<file path="src/rtl/btn_edge_pkg.sv">
// rtl/btn_edge_pkg.sv - shared defaults, hold-phase encoding and width helpers
package btn_edge_pkg;

    localparam int CH_NUM_DEF        = 4;
    localparam int SYNC_STAGES_DEF   = 2;
    localparam int DB_CYCLES_DEF     = 20;
    localparam int LONG_CYCLES_DEF   = 1000;
    localparam int REPEAT_CYCLES_DEF = 0;
    localparam bit ACTIVE_LOW_DEF    = 1'b0;

    typedef enum logic [1:0] {
        PH_IDLE   = 2'd0,
        PH_HOLD   = 2'd1,
        PH_REPEAT = 2'd2
    } phase_e;

    // Ceiling log2, usable in constant expressions for counter widths.
    function automatic int clog2(input int value);
        int r;
        r = 0;
        while ((1 << r) < value) begin
            r = r + 1;
        end
        return r;
    endfunction

    function automatic int max2(input int a, input int b);
        return (a > b) ? a : b;
    endfunction

endpackage

</file>
<file path="src/rtl/btn_edge_chan.sv">
// rtl/btn_edge_chan.sv - one channel: synchroniser, debounce and long-press/repeat FSM
module btn_edge_chan
    import btn_edge_pkg::*;
#(
    parameter int SYNC_STAGES   = SYNC_STAGES_DEF,
    parameter int DB_CYCLES     = DB_CYCLES_DEF,
    parameter int LONG_CYCLES   = LONG_CYCLES_DEF,
    parameter int REPEAT_CYCLES = REPEAT_CYCLES_DEF,
    parameter bit ACTIVE_LOW    = ACTIVE_LOW_DEF
) (
    input  logic sys_clk,
    input  logic sys_rst_n,
    input  logic btn,
    output logic level,
    output logic pos_flag,
    output logic neg_flag,
    output logic long_flag
);

    localparam int DW = clog2(DB_CYCLES + 1);
    localparam int HW = clog2(max2(LONG_CYCLES, REPEAT_CYCLES) + 1);

    localparam logic [DW-1:0] DB_LAST   = DW'(DB_CYCLES - 1);
    localparam logic [HW-1:0] LONG_LAST = HW'(LONG_CYCLES - 1);
    localparam logic [HW-1:0] LONG_SAT  = HW'(LONG_CYCLES);
    localparam logic [HW-1:0] REP_LAST  = HW'((REPEAT_CYCLES > 0) ? REPEAT_CYCLES - 1 : 0);

    logic                   btn_norm;
    logic [SYNC_STAGES-1:0] sync_q;
    logic                   sync;
    logic [DW-1:0]          db_cnt;
    logic [HW-1:0]          hold_cnt;
    phase_e                 phase;
    logic                   accept;
    logic                   rise_evt;
    logic                   fall_evt;

    // Polarity is normalised before the synchroniser so "pressed" is always 1.
    assign btn_norm = ACTIVE_LOW ? ~btn : btn;
    assign sync     = sync_q[SYNC_STAGES-1];

    // A new level is accepted on the DB_CYCLES-th consecutive mismatching sample.
    assign accept   = (sync != level) && (db_cnt == DB_LAST);
    assign rise_evt = accept && !level;
    assign fall_evt = accept && level;

    // Metastability synchroniser: shift the normalised input through SYNC_STAGES flops.
    always_ff @(posedge sys_clk or negedge sys_rst_n) begin
        if (!sys_rst_n) begin
            sync_q <= '0;
        end else begin
            sync_q <= {sync_q[SYNC_STAGES-2:0], btn_norm};
        end
    end

    // Debounce: count consecutive mismatches, any matching sample restarts the count.
    always_ff @(posedge sys_clk or negedge sys_rst_n) begin
        if (!sys_rst_n) begin
            level    <= 1'b0;
            db_cnt   <= '0;
            pos_flag <= 1'b0;
            neg_flag <= 1'b0;
        end else begin
            pos_flag <= 1'b0;
            neg_flag <= 1'b0;
            if (sync == level) begin
                db_cnt <= '0;
            end else if (accept) begin
                level    <= sync;
                db_cnt   <= '0;
                pos_flag <= sync;
                neg_flag <= ~sync;
            end else begin
                db_cnt <= db_cnt + DW'(1);
            end
        end
    end

    // Long-press FSM: first pulse after LONG_CYCLES, then every REPEAT_CYCLES (0 = saturate).
    always_ff @(posedge sys_clk or negedge sys_rst_n) begin
        if (!sys_rst_n) begin
            phase     <= PH_IDLE;
            hold_cnt  <= '0;
            long_flag <= 1'b0;
        end else begin
            long_flag <= 1'b0;
            if (fall_evt) begin
                phase    <= PH_IDLE;
                hold_cnt <= '0;
            end else begin
                case (phase)
                    PH_IDLE: begin
                        hold_cnt <= '0;
                        if (rise_evt) begin
                            phase <= PH_HOLD;
                        end
                    end
                    PH_HOLD: begin
                        if (hold_cnt == LONG_LAST) begin
                            long_flag <= 1'b1;
                            phase     <= PH_REPEAT;
                            hold_cnt  <= (REPEAT_CYCLES > 0) ? '0 : LONG_SAT;
                        end else begin
                            hold_cnt <= hold_cnt + HW'(1);
                        end
                    end
                    PH_REPEAT: begin
                        if (REPEAT_CYCLES > 0) begin
                            if (hold_cnt == REP_LAST) begin
                                long_flag <= 1'b1;
                                hold_cnt  <= '0;
                            end else begin
                                hold_cnt <= hold_cnt + HW'(1);
                            end
                        end
                    end
                    default: begin
                        phase    <= PH_IDLE;
                        hold_cnt <= '0;
                    end
                endcase
            end
        end
    end

endmodule

</file>
<file path="src/rtl/btn_edge_det_n.sv">
// rtl/btn_edge_det_n.sv - multi-channel debounced button edge and long-press detector
module btn_edge_det_n
    import btn_edge_pkg::*;
#(
    parameter int CH_NUM        = CH_NUM_DEF,
    parameter int SYNC_STAGES   = SYNC_STAGES_DEF,
    parameter int DB_CYCLES     = DB_CYCLES_DEF,
    parameter int LONG_CYCLES   = LONG_CYCLES_DEF,
    parameter int REPEAT_CYCLES = REPEAT_CYCLES_DEF,
    parameter bit ACTIVE_LOW    = ACTIVE_LOW_DEF
) (
    input  logic              sys_clk,
    input  logic              sys_rst_n,
    input  logic [CH_NUM-1:0] i_btn,
    output logic [CH_NUM-1:0] o_level,
    output logic [CH_NUM-1:0] posedge_flag,
    output logic [CH_NUM-1:0] negedge_flag,
    output logic [CH_NUM-1:0] long_flag
);

    // Channels are fully independent copies.
    for (genvar g = 0; g < CH_NUM; g++) begin : g_chan
        btn_edge_chan #(
            .SYNC_STAGES   (SYNC_STAGES),
            .DB_CYCLES     (DB_CYCLES),
            .LONG_CYCLES   (LONG_CYCLES),
            .REPEAT_CYCLES (REPEAT_CYCLES),
            .ACTIVE_LOW    (ACTIVE_LOW)
        ) u_chan (
            .sys_clk   (sys_clk),
            .sys_rst_n (sys_rst_n),
            .btn       (i_btn[g]),
            .level     (o_level[g]),
            .pos_flag  (posedge_flag[g]),
            .neg_flag  (negedge_flag[g]),
            .long_flag (long_flag[g])
        );
    end

endmodule

</file>
<file path="config.mk">
export PLATFORM = sky130hd
export DESIGN_NAME = btn_edge_det_n
export DESIGN_NICKNAME = d
export VERILOG_FILES = /design/src/rtl/btn_edge_pkg.sv /design/src/rtl/btn_edge_chan.sv /design/src/rtl/btn_edge_det_n.sv
export SDC_FILE = /design/constraint.sdc
export NUM_CORES = 1
export LEC_CHECK = 0
export CORE_UTILIZATION = 45
export CTS_CLUSTER_SIZE = 20
export DETAILED_ROUTE_END_ITERATION = 7
export PLACE_DENSITY = 0.67
export SLEW_MARGIN = 20
export SYNTH_ARGS = -nofsm -noshare
export SYNTH_HDL_FRONTEND = slang
export SYNTH_SLANG_ARGS = --single-unit
</file>
<file path="constraint.sdc">
create_clock -name sys_clk -period 4.85 [get_ports sys_clk]
set_input_delay 0.485 -clock sys_clk [delete_from_list [all_inputs] [get_ports sys_clk]]
set_output_delay 0.485 -clock sys_clk [all_outputs]
set_load 0.03 [all_outputs]
</file>
==> key figures <==
Run status
  • Status: completed

Timing
  • Final setup TNS: 0 ns
  • Max-slew violation count: 0
  • Tmin final: 2.131 ns
  • Final worst path period share: 0.4395
  • Hold WS: 0.1616 ns
  • Final Hold Viols: 0
  • Fmax: 0.4692 GHz
  • Final setup fails: 0
  • Unrepaired setup endpoints after global routing: false
  • Slew margin rel.: 0.4380
  • Setup Skew: 0.01425 ns
  • Final WS setup: 2.719 ns
  • Slew of the pin with the lowest slew margin: 0.8394 ns

Power and ir drop
  • Total chip power: 1.339 mW
  • P per Cell Area: 269.7 mW/mm^2
  • Sequential share of power: 0.588
  • Switching Power: 303.9 uW
  • Cell Int Power: 1.035 mW
  • Clock power frac: 0.383
  • Sw Share: 0.2270
  • Combinational share of power: 0.029
  • Maximum vdd ir drop: 159.3 uV
  • Leak pwr: 2.081 nW

Critical path
  • Crit end category: flop
  • Setup Crit Path Kind: reg2reg
  • CP Max Fanout: 12
  • Worst Setup Start Kind: flop
  • Crit path DAT: 2.39 ns
  • Required time of the critical path: 5.11 ns

Global route
  • Largest net degree at the start of global routing: 59
  • Total congestion overflow: 0
  • First-pass GRT wire length: 13370 um
  • Total track usage: 0.1603
  • Number of global-route vias before repair: 3055
  • Initial antenna violation count: 0

Placed design
  • HPWL after DPL: 5325 um
  • Placement Setup Slack: 2.722 ns
  • Cell Area, Placed: 0.004767 mm^2
  • Gpl congestion: 0.7579
  • Port bufs: 21
  • Placed cells: 589

Logic synthesis
  • Simple-gate share of the synthesized area: 0.2260
  • Number of synthesized flops with an enable pin: 0
  • Flops & latches, synth: 92
  • Synth warn: 0
  • Ys async rst share: 1.000
  • Post-Syn Area per Cell: 9.947 um^2
  • Yosys cell types: 60
  • Syn nets: 471
  • Post-Synthesis Cells: 457
  • Cell Area, Synth: 0.004546 mm^2
  • Xor/xnor share of the synthesized area: 0.02505
  • Synth Area in Compound Gates: 0.1393
  • Seq/Total Area, Yosys: 0.5065
  • Mux contribution to synthesized area: 0.02285
  • Adder-Cell Fraction of Synth Area: 0.02202
  • Most used flip-flop cell after synthesis: dfrtp_1
  • Largest family of logic cells by synthesized area: simple AND/OR/NAND/NOR gates

Cells and area
  • Nets: 481
  • Ant. Diodes: 0
  • Commonest cells after routing, fill and taps aside: dfrtp_1, nand2_1, o21ai_0, inv_1, nor2_1
  • Area growth syn-to-layout: 9.248%
  • Layout Cells excl Fill: 605
  • # fillers: 918
  • Commonest non-fill, non-tap cell in the layout: dfrtp_1
  • Fin util: 0.5081
  • Layout cell share with drive strength beyond 1: 0.08263
  • Cell area after layout: 0.004966 mm^2

Run
  • Max cap viols: 0

Floorplanning
  • Initial core utilization: 0.4651
  • Die area: 0.01051 mm^2
  • Die Wd: 102.5 um
  • Die height: 102.5 um
  • Row count: 36
  • I/O pin cnt: 22
  • Core ar.: 0.009774 mm^2

Clock network
  • Inserted Clock Buffers: 9
  • Postcts setup bufs: 0
  • Clk Tree Root Cell: clkbuf_8
  • CTS H-tree lvls: 3
  • Clock transition at path regs: 0.10 ns
  • CTS resizes: 0
  • TritonCTS sink count: 92
  • Worst skew pair latency: 0.36 ns
  • Hold_buf cts: 0
  • CTS tree: yes
  • Clock Tree Buf Depth: 2

Routing
  • Initial drt markers: 117
  • Post-DRT Antenna Nets: 0
  • Routed wire per std cell: 12.73 um
  • DRC Markers: 0
  • Via count: 3254
  • Final WL: 7702 um
  • Vias per cell: 5.379
  • 1st-pass router iterations: 4

Worst hold path
  • Min-Delay Path Class: in2async
worst max-delay path, cell delays in order, from the launching register on:
cell	delay, ns
dfrtp_1	0.40
ha_1	0.26
and4bb_2	0.29
a21oi_1	0.67
o21ai_0	0.19
a22o_1	0.22
routing by layer:
layer | part of all wire | global-route usage
met4 | 0.012 | 0.04725
met2 | 0.48 | 0.2687
met5 | 0 | 0
met1 | 0.48 | 0.2044
met3 | 0.029 | 0.04136
cell type report:
type | count | area (um^2) | area share
inverter | 28 | 105.1 | 0.02116
multi-input combinational | 314 | 1978 | 0.3983
tap | 133 | 166.4 | 0.03351
timing repair buffer | 22 | 215.2 | 0.04334
sequential | 92 | 2302 | 0.4636
clock inverter | 6 | 71.32 | 0.01436
clock buffer | 10 | 127.6 | 0.02570
state kept, by name (all words and copies together) (netlist names):
| register | cells |
|---|---|
| g_chan.u_chan.phase | 8 |
| g_chan.u_chan.neg_flag | 4 |
| g_chan.u_chan.pos_flag | 4 |
| g_chan.u_chan.long_flag | 4 |
| g_chan.u_chan.db_cnt | 20 |
| g_chan.u_chan.sync_q | 8 |
| g_chan.u_chan.hold_cnt | 40 |
| g_chan.u_chan.level | 4 |
cell usage after synthesis (7+ instances only):
cell type / instances / share of area
a21oi_1: 23 / 0.025
and2_1: 8 / 0.011
buf_4: 18 / 0.030
dfrtp_1: 92 / 0.51
ha_1: 8 / 0.022
inv_1: 28 / 0.023
mux2i_1: 7 / 0.015
nand2_1: 44 / 0.036
nand2b_1: 11 / 0.015
nand3_1: 14 / 0.015
nand3b_1: 7 / 0.012
nand4_1: 9 / 0.012
nor2_1: 28 / 0.023
nor2b_1: 8 / 0.011
nor3_1: 12 / 0.013
o21ai_0: 35 / 0.039
xnor2_1: 7 / 0.013
cells by family after synthesis:
kind of cell,count (synthesis)
adder cells (fa/ha/maj),8
multiplexers,10
XOR/XNOR,13
AO/OA/AOI/OAI,101
AND/OR/NAND/NOR,182
buffers and inverters,51
flip-flops,92
worst paths after layout:
path                                            start                      endpoint  slack (ns)  cells after the start
max                        g_chan[0].u_chan.db_cnt[0]  g_chan[0].u_chan.hold_cnt[4]        2.72                      5
min reg2reg                g_chan[3].u_chan.sync_q[0]    g_chan[3].u_chan.sync_q[1]        0.35                      0
max reg2reg                g_chan[0].u_chan.db_cnt[0]  g_chan[0].u_chan.hold_cnt[4]        2.72                      5
min                                         sys_rst_n    g_chan[0].u_chan.sync_q[1]        0.16                      1
min in group sys_clk       g_chan[3].u_chan.sync_q[0]    g_chan[3].u_chan.sync_q[1]        0.35                      0
max in group asynchronous                   sys_rst_n    g_chan[3].u_chan.sync_q[1]        3.76                      2
power by group through the flow:
stage | Sequential (mW) | Clock (mW) | Combinational, mW
CTS | 0.787 | 0.535 | 0.0415
finish | 0.787 | 0.512 | 0.0394
global placement | 0.802 | 0 | 0.0406
global route | 0.790 | 0.562 | 0.0472
detailed placement | 0.803 | 0 | 0.0413
floorplan | 0.801 | 0 | 0.0181
Note: power is estimated with default switching activity, not from simulation.
==> variant 1, RTL diff (same settings) <==
Set the package constant `CH_NUM_DEF` to 6 (it was 4).
--- a/src/rtl/btn_edge_pkg.sv
+++ b/src/rtl/btn_edge_pkg.sv
@@ -3,3 +3,3 @@
 
-    localparam int CH_NUM_DEF        = 4;
+    localparam int CH_NUM_DEF        = 6;
     localparam int SYNC_STAGES_DEF   = 2;
Interface: changed (5 resized); port bits go from 22 to 32. The function was not compared with the original's and may differ.
==> variant 1 against the unedited design <==
Cell area is 54% higher. Non-clock buffer count grew 11. Power up 84%. Utilization increased by 1.5 points. Synthesized area is 48% higher. Setup slack got worse by 4.4 ps. Sequential cell count increased by 46. Synthesized cell count rose by 47%. Global-route usage rose by 1.1 points. Clock skew down 9.1 ps. Routed wire length increased by 55%. Count of clock-buffer cells in the layout rose by 8. Critical path type unchanged.
==> variant 1: results (changes against the unedited design) <==
| Metric | Value |
|---|---|
| Leakage | `3.33 nW (was 2.08 nW)` |
| Final-layout fill cell count | `1272 (was 918)` |
| DR vias/cell | `5.52 (was 5.38)` |
| Library cells used by synthesis | `59 (was 60)` |
| Clk_skew | `5.18 ps (was 14.3 ps)` |
| DR iter-0 viols | `332 (was 117)` |
| Num CTS Buffers | `17 (was 9)` |
| H-tree depth | `4 (was 3)` |
| # port buffers | `31 (was 21)` |
| Async set or reset register ratio after synthesis | `1.00 (unchanged)` |
| GPL Wtd Cong | `0.844 (was 0.758)` |
| Syn Nets | `694 (was 471)` |
| Cell Area, Placed | `7070 um^2 (was 4770 um^2)` |
| Critical path arrival | `2470 ps (was 2390 ps)` |
| Worst rel slew slack | `0.423 (was 0.438)` |
| Post-synth top cells | `dfrtp_1 (138), nand2_1 (57), o21ai_0 (49), nor2_1 (47), a21oi_1 (42) (was dfrtp_1 (92), nand2_1 (44), o21ai_0 (35), inv_1 (28), nor2_1 (28))` |
| Largest net degree at the start of global routing | `94 (was 59)` |
| Clock transition at path regs | `60 ps (was 100 ps)` |
| Share of cells above drive strength 1 | `0.0766 (was 0.0826)` |
| Register area share after synthesis | `0.513 (was 0.506)` |
| First-pass GRT wire length | `21900 um (was 13400 um)` |
| Crit-path max FO | `13 (was 12)` |
| Vias in the first global route | `4939 (was 3055)` |
| WL per Instance | `13.5 um (was 12.7 um)` |
| Gr usage total | `0.171 (was 0.160)` |
| Dpl hpwl | `8070 um (was 5330 um)` |
| Largest stage delay, worst path | `690 ps (was 670 ps)` |
| Top post-synthesis cells by area | `dfrtp_1 (51%), o21ai_0 (3.6%), nand2_1 (3.2%) (was dfrtp_1 (51%), o21ai_0 (3.9%), nand2_1 (3.6%))` |
| Biggest regs | `g_chan.u_chan.hold_cnt x60, g_chan.u_chan.db_cnt x30 (was g_chan.u_chan.hold_cnt x40, g_chan.u_chan.db_cnt x20)` |
| Run status | `complete, no violations (unchanged)` |
| Worst skew pair latency | `420 ps (was 360 ps)` |
| Number of synthesized flops with an enable pin | `0 (unchanged)` |
variant 1: cell count changes after synthesis, moves of 7 or more:
cell and delta:
nand3_1 +18, and2_1 +7, nor2_1 +19, nand2_1 +13, dfrtp_1 +46, o21ai_0 +14
a21o_1 +9, a21oi_1 +19, a22o_1 +8, nand2b_1 +8
variant 1: area by class of cell:
class	instances	area share
well taps	184	0.0302
inverters	31	0.0153
clock inverters	12	0.0169
flip-flops and latches	138	0.453
clock buffers	18	0.0563
repair buffers	33	0.0428
multi-input cells	473	0.386
variant 1: path summary, 6_finish.rpt:
kind                                             from  slack, ps  cells after the start                      endpoint
min                                         sys_rst_n        140                      1        g_chan[2].u_chan.level
min in group sys_clk       g_chan[2].u_chan.sync_q[0]        350                      0    g_chan[2].u_chan.sync_q[1]
max in group asynchronous                   sys_rst_n       3650                      2  g_chan[1].u_chan.hold_cnt[6]
max                        g_chan[0].u_chan.db_cnt[0]       2710                      5  g_chan[0].u_chan.hold_cnt[9]
max reg2reg                g_chan[0].u_chan.db_cnt[0]       2710                      5  g_chan[0].u_chan.hold_cnt[9]
min reg2reg                g_chan[2].u_chan.sync_q[0]        350                      0    g_chan[2].u_chan.sync_q[1]
variant 1: report_power, final:
part,switching [W],internal [W],leakage [nW]
Sequential,0.0000142,0.00117,1.89
Combinational,0.0000379,0.0000215,1.18
Clock,0.000474,0.000747,0.267
variant 1: layer usage:
layer / share of wire / track usage / up-vias / wire length, um
met2: 0.48 / 0.280 / 70 / 5800
met3: 0.035 / 0.0490 / 10 / 415
met5: 0 / 0 / - / 0
li1: - / - / 2426 / -
met4: 0.011 / 0.0652 / 0 / 128
met1: 0.47 / 0.214 / 2399 / 5630
variant 1: cells by family (layout without fill, tap and decap cells):
| family | after synthesis | after routing | synth area share |
|---|---|---|---|
| XOR/XNOR | 20 | 20 | 0.0260 |
| flip-flops | 138 | 138 | 0.513 |
| AO/OA/AOI/OAI | 156 | 156 | 0.145 |
| buffers and inverters | 63 | 94 | 0.0496 |
| AND/OR/NAND/NOR | 269 | 269 | 0.219 |
| multiplexers | 16 | 16 | 0.0245 |
| adder cells (fa/ha/maj) | 12 | 12 | 0.0223 |
variant 1: stage by stage:
| stage | std cells | worst slack (ps) | utilization | power (W) | hold WS, ps |
|---|---|---|---|---|---|
| CTS | 889 | 2730 | 0.523 | 0.00251 | 180 |
| finish | 889 | 2710 | 0.523 | 0.00246 | 139 |
| floorplan | 674 | 3240 | - | 0.00123 | 189 |
| global route | 889 | 2510 | 0.523 | 0.00257 | 214 |
| global placement | 859 | 2850 | 0.485 | 0.00126 | 335 |
| detailed placement | 859 | 2750 | 0.485 | 0.00127 | 336 |
==> variant 2, RTL diff (same flow settings) <==
Made on the original files. The 3 values of `phase_e` get a one-hot encoding in 3 bits.
--- a/src/rtl/btn_edge_pkg.sv
+++ b/src/rtl/btn_edge_pkg.sv
@@ -10,6 +10,6 @@
 
-    typedef enum logic [1:0] {
-        PH_IDLE   = 2'd0,
-        PH_HOLD   = 2'd1,
-        PH_REPEAT = 2'd2
+    typedef enum logic [2:0] {
+        PH_IDLE   = 3'b001,
+        PH_HOLD   = 3'b010,
+        PH_REPEAT = 3'b100
     } phase_e;
Check against the original RTL: same outputs for any inputs over 10 cycles, from zero or initial values and one cycle with sys_rst_n low; not proved beyond that.
==> variant 2 against the unedited design <==
Via count up 8.4%. Power rose by 6.4%. Setup slack better by 91 ps. Routed wire length grew 11%. Cell area is 6.2% higher. Sequential cell count increased by 4. Combinational power up 3%. Clock power up 10%. Synthesized area grew 5.9%. Non-clock buffer count is the same. Count of clock-buffer cells in the layout is the same. Critical endpoint is now o_level[2].
==> variant 2: results (changes against the unedited design) <==
| Metric | Value |
|---|---|
| Clk. pwr | `0.000565 W (was 0.000512 W)` |
| Post-synth top cells | `dfrtp_1 (92), nand2_1 (43), nor2_1 (36), inv_1 (34), a21oi_1 (32) (was dfrtp_1 (92), nand2_1 (44), o21ai_0 (35), inv_1 (28), nor2_1 (28))` |
| Crit-path max FO | `7 (was 12)` |
| Synth Area in Compound Gates | `0.165 (was 0.139)` |
| First-pass GRT wire length | `15100 um (was 13400 um)` |
| Cell Area, Placed | `5060 um^2 (was 4770 um^2)` |
| Final Power | `0.00143 W (was 0.00134 W)` |
| Share of cells above drive strength 1 | `0.0929 (was 0.0826)` |
| Largest stage delay, worst path | `720 ps (was 670 ps)` |
| Register area share after synthesis | `0.500 (was 0.506)` |
| DR iter-0 viols | `186 (was 117)` |
| Biggest regs | `g_chan.u_chan.hold_cnt x40, g_chan.u_chan.db_cnt x20, g_chan.u_chan.phase x12 (was g_chan.u_chan.hold_cnt x40, g_chan.u_chan.db_cnt x20)` |
| Library cells used by synthesis | `58 (was 60)` |
| Reg-to-reg startpoint | `g_chan[2].u_chan.db_cnt[0] (was g_chan[0].u_chan.db_cnt[0])` |
| Dpl cells | `626 (was 589)` |
| Reg-to-reg endpoint | `g_chan[2].u_chan.hold_cnt[8] (was g_chan[0].u_chan.hold_cnt[4])` |
| VDD IR max | `0.117 mV (was 0.159 mV)` |
| Clk_skew | `12.3 ps (was 14.3 ps)` |
| Mux share of post-synthesis cell area | `0.0151 (was 0.0228)` |
| Run status | `complete, no violations (unchanged)` |
| Routed vias | `3528 (was 3254)` |
| Worst setup path start | `g_chan[2].u_chan.level (was g_chan[0].u_chan.db_cnt[0])` |
| Reg2Reg Setup Slack | `2880 ps (was 2720 ps)` |
| Crit-path slowest cell | `clkdlybuf4s50_1 (was a21oi_1)` |
| Final-layout fill cell count | `941 (was 918)` |
| Switch share | `0.218 (was 0.227)` |
| Final Instance Count excl. Fillers | `642 (was 605)` |
| Leakage | `2.15 nW (was 2.08 nW)` |
| Fin Hold WS | `165 ps (was 162 ps)` |
| Vias in the first global route | `3378 (was 3055)` |
| Xor/xnor share of the synthesized area | `0.0218 (was 0.0250)` |
| Post-Synth Adder-Cell Area | `0.0208 (was 0.0220)` |
| Gr usage total | `0.169 (was 0.160)` |
variant 2: cell types whose count changed after synthesis, moves of 4 or more:
cell / before / now
nor3_1: 12 / 17
nand3b_1: 7 / 1
nand4_1: 9 / 5
a31oi_1: 5 / 9
o21ai_0: 35 / 29
nor2_1: 28 / 36
a21o_1: 1 / 5
buf_2: 5 / 1
nand3_1: 14 / 18
inv_1: 28 / 34
o2bb2ai_1: 2 / 10
dfstp_2: 0 / 4
a21oi_1: 23 / 32
nand2b_1: 11 / 16
variant 2: cell families (layout without fill, tap and decap cells):
group,count (synthesis),count (layout)
simple gates,191,191
compound gates,120,120
flops,96,96
buf+inv,53,72
xor+xnor,12,12
fa+ha+maj,8,8
mux,7,7
variant 2: worst max path at each step:
stage                                         to  slack, ps  depth (start not counted)
floorplan           g_chan[0].u_chan.hold_cnt[4]       3230                          6
global placement    g_chan[0].u_chan.hold_cnt[9]       2650                          5
detailed placement  g_chan[2].u_chan.hold_cnt[9]       2890                          5
CTS                                   o_level[2]       2800                          1
global route        g_chan[2].u_chan.hold_cnt[7]       2660                          5
finish                                o_level[2]       2810                          1
variant 2: final cells by class:
type / instances / area (um^2) / area share
clock buffers: 10 / 128 / 0.0242
clock inverters: 6 / 83.8 / 0.0159
inverters: 34 / 128 / 0.0242
multi-input cells: 338 / 2140 / 0.406
flip-flops and latches: 96 / 2410 / 0.456
well taps: 136 / 170 / 0.0323
repair buffers: 22 / 215 / 0.0408
variant 2: worst reg2reg max path: stages, from the launching register on:
cell and delay (ps):
dfrtp_1 380, ha_1 240, nand4bb_1 300, o211ai_1 570, o21ai_0 190, o2bb2ai_1 160
variant 2: layer usage:
layer,track usage,vias up,routed length (um)
met3,0.0260,12,197
li1,-,1743,-
met5,0,-,0
met4,0.0926,0,194
met1,0.223,1721,4190
met2,0.267,52,3970
